[config.mk]
export PLATFORM = sky130hd
export DESIGN_NAME = rcc_eth_lp_seq
export DESIGN_NICKNAME = d
export VERILOG_FILES = /design/src/rtl/rcc_eth_lp_seq.sv
export SDC_FILE = /design/constraint.sdc
export NUM_CORES = 1
export LEC_CHECK = 0
export CORE_UTILIZATION = 39
export DETAILED_ROUTE_END_ITERATION = 16
export HOLD_SLACK_MARGIN = 0.12
export PLACE_DENSITY = 0.86
export SLEW_MARGIN = 15
export SYNTH_ARGS = -nofsm -noshare
export SYNTH_HDL_FRONTEND = slang
export SYNTH_SLANG_ARGS = --single-unit
export TNS_END_PERCENT = 20
[constraint.sdc]
create_clock -name clk -period 1.8 [get_ports clk]
set_clock_uncertainty 0.1 [all_clocks]
set_input_delay 0.27 -clock clk [delete_from_list [all_inputs] [get_ports clk]]
set_output_delay 0.27 -clock clk [all_outputs]
set_load 0.05 [all_outputs]
[src/rtl/rcc_eth_lp_seq.sv]
// ETH1 RX/TX kernel clock-enable sequencer: drains the MAC before gating a clock off, delays wake-up.
// Optional drain timeout is compiled in with macro RCC_ETH_LP_TIMEOUT_EN.
module rcc_eth_lp_seq #(
    parameter int WAKE_DLY = 4
) (
    input  logic       clk,
    input  logic       rst,
    input  logic       c1_sleep,
    input  logic       c1_deepsleep,
    input  logic       c2_sleep,
    input  logic       c2_deepsleep,
    input  logic       rcc_c1_eth1rx_en,
    input  logic       rcc_c2_eth1rx_en,
    input  logic       rcc_c1_eth1rx_lpen,
    input  logic       rcc_c2_eth1rx_lpen,
    input  logic       rcc_c1_eth1tx_en,
    input  logic       rcc_c2_eth1tx_en,
    input  logic       rcc_c1_eth1tx_lpen,
    input  logic       rcc_c2_eth1tx_lpen,
    input  logic       eth_rcc_idle,
    input  logic [7:0] drain_tmo,
    input  logic       tmo_clr,
    output logic       rcc_eth1rx_clk_en,
    output logic       rcc_eth1tx_clk_en,
    output logic       rcc_eth_lp_busy,
    output logic       rcc_eth_tmo_flag
);

    typedef enum logic [1:0] {
        RUN   = 2'd0,
        DRAIN = 2'd1,
        WAKE  = 2'd2
    } state_t;

    localparam logic [3:0] WAKE_INIT = 4'(WAKE_DLY);

    state_t     state_q, state_d;
    logic [1:0] cur_q, cur_d;
    logic [1:0] idle_cnt_q, idle_cnt_d;
    logic [3:0] wake_cnt_q, wake_cnt_d;
    logic       busy_q, busy_d;
    logic       tmo_flag_q, tmo_flag_d;
    logic       tmo_hit;
    logic       tmo_set;
    logic       want_rx, want_tx;
    logic [1:0] want, off_pend, on_pend;

    assign want_rx = (rcc_c1_eth1rx_en & (~c1_sleep | rcc_c1_eth1rx_lpen) & ~c1_deepsleep)
                   | (rcc_c2_eth1rx_en & (~c2_sleep | rcc_c2_eth1rx_lpen) & ~c2_deepsleep);
    assign want_tx = (rcc_c1_eth1tx_en & (~c1_sleep | rcc_c1_eth1tx_lpen) & ~c1_deepsleep)
                   | (rcc_c2_eth1tx_en & (~c2_sleep | rcc_c2_eth1tx_lpen) & ~c2_deepsleep);
    assign want     = {want_tx, want_rx};
    assign off_pend = cur_q & ~want;
    assign on_pend  = want & ~cur_q;

`ifdef RCC_ETH_LP_TIMEOUT_EN
    logic [7:0] tmo_cnt_q, tmo_cnt_d;
    // Compare one bit wider so tmo_cnt_q = 255 cannot alias onto drain_tmo = 0.
    assign tmo_hit = (drain_tmo != 8'd0) && (({1'b0, tmo_cnt_q} + 9'd1) == {1'b0, drain_tmo});
`else
    logic unused_tmo_inputs;
    assign unused_tmo_inputs = ^{drain_tmo, tmo_clr};
    assign tmo_hit = 1'b0;
`endif

    always_ff @(posedge clk) begin
        if (rst) begin
            state_q    <= RUN;
            cur_q      <= 2'b00;
            idle_cnt_q <= 2'd0;
            wake_cnt_q <= 4'd0;
            busy_q     <= 1'b0;
            tmo_flag_q <= 1'b0;
`ifdef RCC_ETH_LP_TIMEOUT_EN
            tmo_cnt_q  <= 8'd0;
`endif
        end else begin
            state_q    <= state_d;
            cur_q      <= cur_d;
            idle_cnt_q <= idle_cnt_d;
            wake_cnt_q <= wake_cnt_d;
            busy_q     <= busy_d;
            tmo_flag_q <= tmo_flag_d;
`ifdef RCC_ETH_LP_TIMEOUT_EN
            tmo_cnt_q  <= tmo_cnt_d;
`endif
        end
    end

    always_comb begin
        state_d    = state_q;
        cur_d      = cur_q;
        idle_cnt_d = idle_cnt_q;
        wake_cnt_d = wake_cnt_q;
        tmo_set    = 1'b0;
`ifdef RCC_ETH_LP_TIMEOUT_EN
        tmo_cnt_d  = tmo_cnt_q;
`endif
        case (state_q)
            RUN: begin
                // Turn-offs win over turn-ons; the turn-on is picked up after the drain.
                if (off_pend != 2'b00) begin
                    state_d    = DRAIN;
                    idle_cnt_d = 2'd0;
`ifdef RCC_ETH_LP_TIMEOUT_EN
                    tmo_cnt_d  = 8'd0;
`endif
                end else if (on_pend != 2'b00) begin
                    state_d    = WAKE;
                    wake_cnt_d = WAKE_INIT;
                end
            end
            DRAIN: begin
                if (off_pend == 2'b00) begin
                    state_d = RUN;
                end else if (eth_rcc_idle && idle_cnt_q == 2'd1) begin
                    cur_d   = cur_q & want;
                    state_d = RUN;
                end else if (tmo_hit) begin
                    cur_d   = cur_q & want;
                    tmo_set = 1'b1;
                    state_d = RUN;
                end else begin
                    idle_cnt_d = eth_rcc_idle ? idle_cnt_q + 2'd1 : 2'd0;
`ifdef RCC_ETH_LP_TIMEOUT_EN
                    tmo_cnt_d  = tmo_cnt_q + 8'd1;
`endif
                end
            end
            WAKE: begin
                if (on_pend == 2'b00) begin
                    state_d = RUN;
                end else if (wake_cnt_q == 4'd1) begin
                    cur_d   = cur_q | want;
                    state_d = RUN;
                end else begin
                    wake_cnt_d = wake_cnt_q - 4'd1;
                end
            end
            default: state_d = RUN;
        endcase
    end

    always_comb begin
        busy_d = (state_d != RUN);
`ifdef RCC_ETH_LP_TIMEOUT_EN
        tmo_flag_d = tmo_set | (tmo_flag_q & ~tmo_clr);
`else
        tmo_flag_d = 1'b0;
`endif
        rcc_eth1rx_clk_en = cur_q[0];
        rcc_eth1tx_clk_en = cur_q[1];
        rcc_eth_lp_busy   = busy_q;
        rcc_eth_tmo_flag  = tmo_flag_q;
    end

endmodule

==> metrics.txt <==
clk buf depth=2; internal power=around 0.50 mW; library cells used by synthesis=32; TritonRoute pass-1 iters=4; Synthesized Nets=roughly 130; num rows=15; Detail Route Antenna Nets=0; Post-Synth XOR/XNOR Area=0%; Synth Area in Simple Gates=roughly 21%; Switching Fraction=34.5%; Post-Syn Area=between 700 and 800 µm²; routability cong.=0.842; Tmin final=between 1.5 and 2 ns; largest net degree at the start of global routing=9; hold_ws=between 0.3 and 0.4 ns; WL final=between 2000 and 2500 µm; CTS tree=built; Root Driver=clkbuf_4; HP Class=flop to flop; Crit Path Max Fanout=4; clk sinks=11; Final Slew Violations=0; Largest stage delay, worst path=0.36 ns; post-route cell area=1180 µm²; Max Cap Viol=0; Post-CTS Hold Fix Bufs=0; register share of total power=between 30 and 40%; grt ovf=0; Core ar.=between 1500 and 2000 µm²; slowest CP cell=dfxtp_2; die area=2170 µm²; Buffers on Ports=17; initial antenna violation count=0; synthesis-to-layout area growth=53.0%; number of global-route vias before repair=about 750; fin nets=~160; Filler cells=~160; drt via density=5.16; Switch Pwr=around 0.26 mW; via count=785; Worst VDD drop=~0.36 mV; setup_tns=0 ns; sequential area share after synthesis=28.4%; largest family of logic cells by synthesized area=compound AO/OA/AOI/OAI gates; Startpoint Class=flop; CP required=between 1.5 and 2 ns; DRC viols=0; most common library cell in the layout ignoring fill and taps=buf_4; Worst Path Arrival=1.82 ns; LEAKAGE=0.522 nW; Reg clk slew, reported paths=0.07 ns; Adder-Cell Fraction of Synth Area=between 10% and 20%; period utilisation layout=a little over nine tenths; DIE WIDTH=approximately 47 µm; Mapped Avg Cell Area=about 8.2 µm²; Initial Util=between 40 and 50%; reg2reg path depth=7; CP Capture Type=flop; first-pass GRT wire length=~3000 µm; CTS H-Tree Depth=1; worst hold path stage count=2; cts bufs inserted=3; PD cells=645 nW/µm²; Die Y=46.6 µm; critical setup path kind=flop to flop; Final Hold Viols=0; fmax=572 MHz; final setup violation count=0; non-filler cells, final=about 150; post-synthesis mux area share=under 10%; Clock Power Share=between 20 and 25%; post-synthesis compound-gate area fraction=between 20% and 30%; most frequent cells in the layout=15 x buf_4, 14 x nor2_1, 12 x dlygate4sd2_1; clock latency on the worst-skew pair=0.28 ns; placed insts=147; FF+latch count, synth=11; I/O pin count=28; count of mapped cells out of synthesis=between 90 and 100; layout cells sized above 1=between 30% and 40%; DRT iter0 DRCs=9; CP Cell Sequence=inv_1 -> ha_2 -> a21boi_4 -> and2_1 -> mux2i_2 -> a221oi_4 -> a311o_1; Ys Warns=0; post-DP HPWL=about 1500 µm; wire per inst=roughly 13 µm; status=finished, final reports clean; Total GRT Usage=20.9%; Comb pwr share=about two fifths; Cell Area, Placed=1050 µm²; Antenna Cells=0
-- power groups by stage --
stage	Sequential, mW	Clock, mW	Combinational (mW)
after global placement	0.288	0	0.262
final	0.285	0.173	0.306
after global routing	0.289	0.198	0.333
after CTS	0.283	0.181	0.286
after detailed placement	0.288	0	0.269
after floorplan	0.301	0	0.153
-- kinds of logic after synthesis --
kind of cell    Yosys count
simple gates             34
fa+ha+maj                 7
flops                    11
mux                       5
other cells               1
compound gates           26
buf+inv                  11
-- critical path: cells and delay by family, from the launching register on --
kind,cells,cell delay [ns]
compound gates,3,0.55
flops,1,0.36
mux,1,0.21
fa+ha+maj,1,0.18
simple gates,1,0.18
buf+inv,1,0.06
-- stage by stage --
step	utilization, %	worst slack, ns	power [mW]
4_1_cts	63.5	0.0140	0.750
3_5_place_dp	58.1	-0.460	0.557
5_1_grt	65.8	-0.00796	0.819
2_1_floorplan	-	0.00540	0.454
3_3_place_gp	58.1	-0.337	0.550
6_report	65.8	0.0508	0.764
-- flip-flops by register name, indices dropped and copies added, names as in the netlist --
| register | count |
|---|---|
| cur_q | 2 |
| state_q | 2 |
| rcc_eth_lp_busy | 1 |
| idle_cnt_q | 2 |
| wake_cnt_q | 4 |
-- cell usage after synthesis (all sizes together) --
master   n  area [µm²]
a22oi    2        15.0
o21a     1        7.51
a21oi    9        45.0
a311o    1        10.0
nor3     2        10.0
a31oi    1        6.26
a31o     1        8.76
clkbuf   1        3.75
a32oi    2        32.5
a221oi   1        15.0
dfxtp   11         220
a21o     1        7.51
inv      8        30.0
a22o     1        10.0
buf      1        7.51
nand2b   5        31.3
nand2    7        26.3
o22a     1        17.5
ha       7        87.6
nor2b    2        12.5
o21ai    2        10.0
or2      1        6.26
mux2i    5        50.1
a211o    1        8.76
a21boi   1        7.51
and2     1        6.26
or3      1        6.26
clkinv   1        3.75
nor2    14        52.6
nand3b   1        7.51
conb     1        3.75
a211oi   1        7.51
-- final timing paths --
kind	slack, ns	endpoint	start
worst max-delay path	0.05	rcc_eth_lp_busy	state_q[1]
worst min-delay path	0.39	wake_cnt_q[3]	wake_cnt_q[3]
worst min register to register	0.39	wake_cnt_q[3]	wake_cnt_q[3]
worst max register to register	0.05	rcc_eth_lp_busy	state_q[1]
-- repair_timing --
item                                   CTS  global route
setup endpoints to repair                8             8
endpoints found under the hold margin    0             0
pin swaps                                7             2
setup buffers                            0             1
gates resized for setup                 26            10
-- final cells by class --
cell class                 count  area [µm²]  area share [%]
clock buffer                   4        26.3            2.22
inverter                       9        35.0            2.96
multi-input combinational     73         621            52.4
sequential                    11         223            18.8
tap                           25        31.3            2.64
timing repair buffer          30         249            21.0
-- metal layers --
layer | GRT usage (%) | vias up | part of all wire, %
li1 | - | 394 | -
met4 | 10.6 | 0 | 2.0
met2 | 38.1 | 26 | 53
met5 | 0 | - | 0
met1 | 22.7 | 360 | 41
met3 | 3.53 | 5 | 4.9
Note: power is estimated with default switching activity, not from simulation.
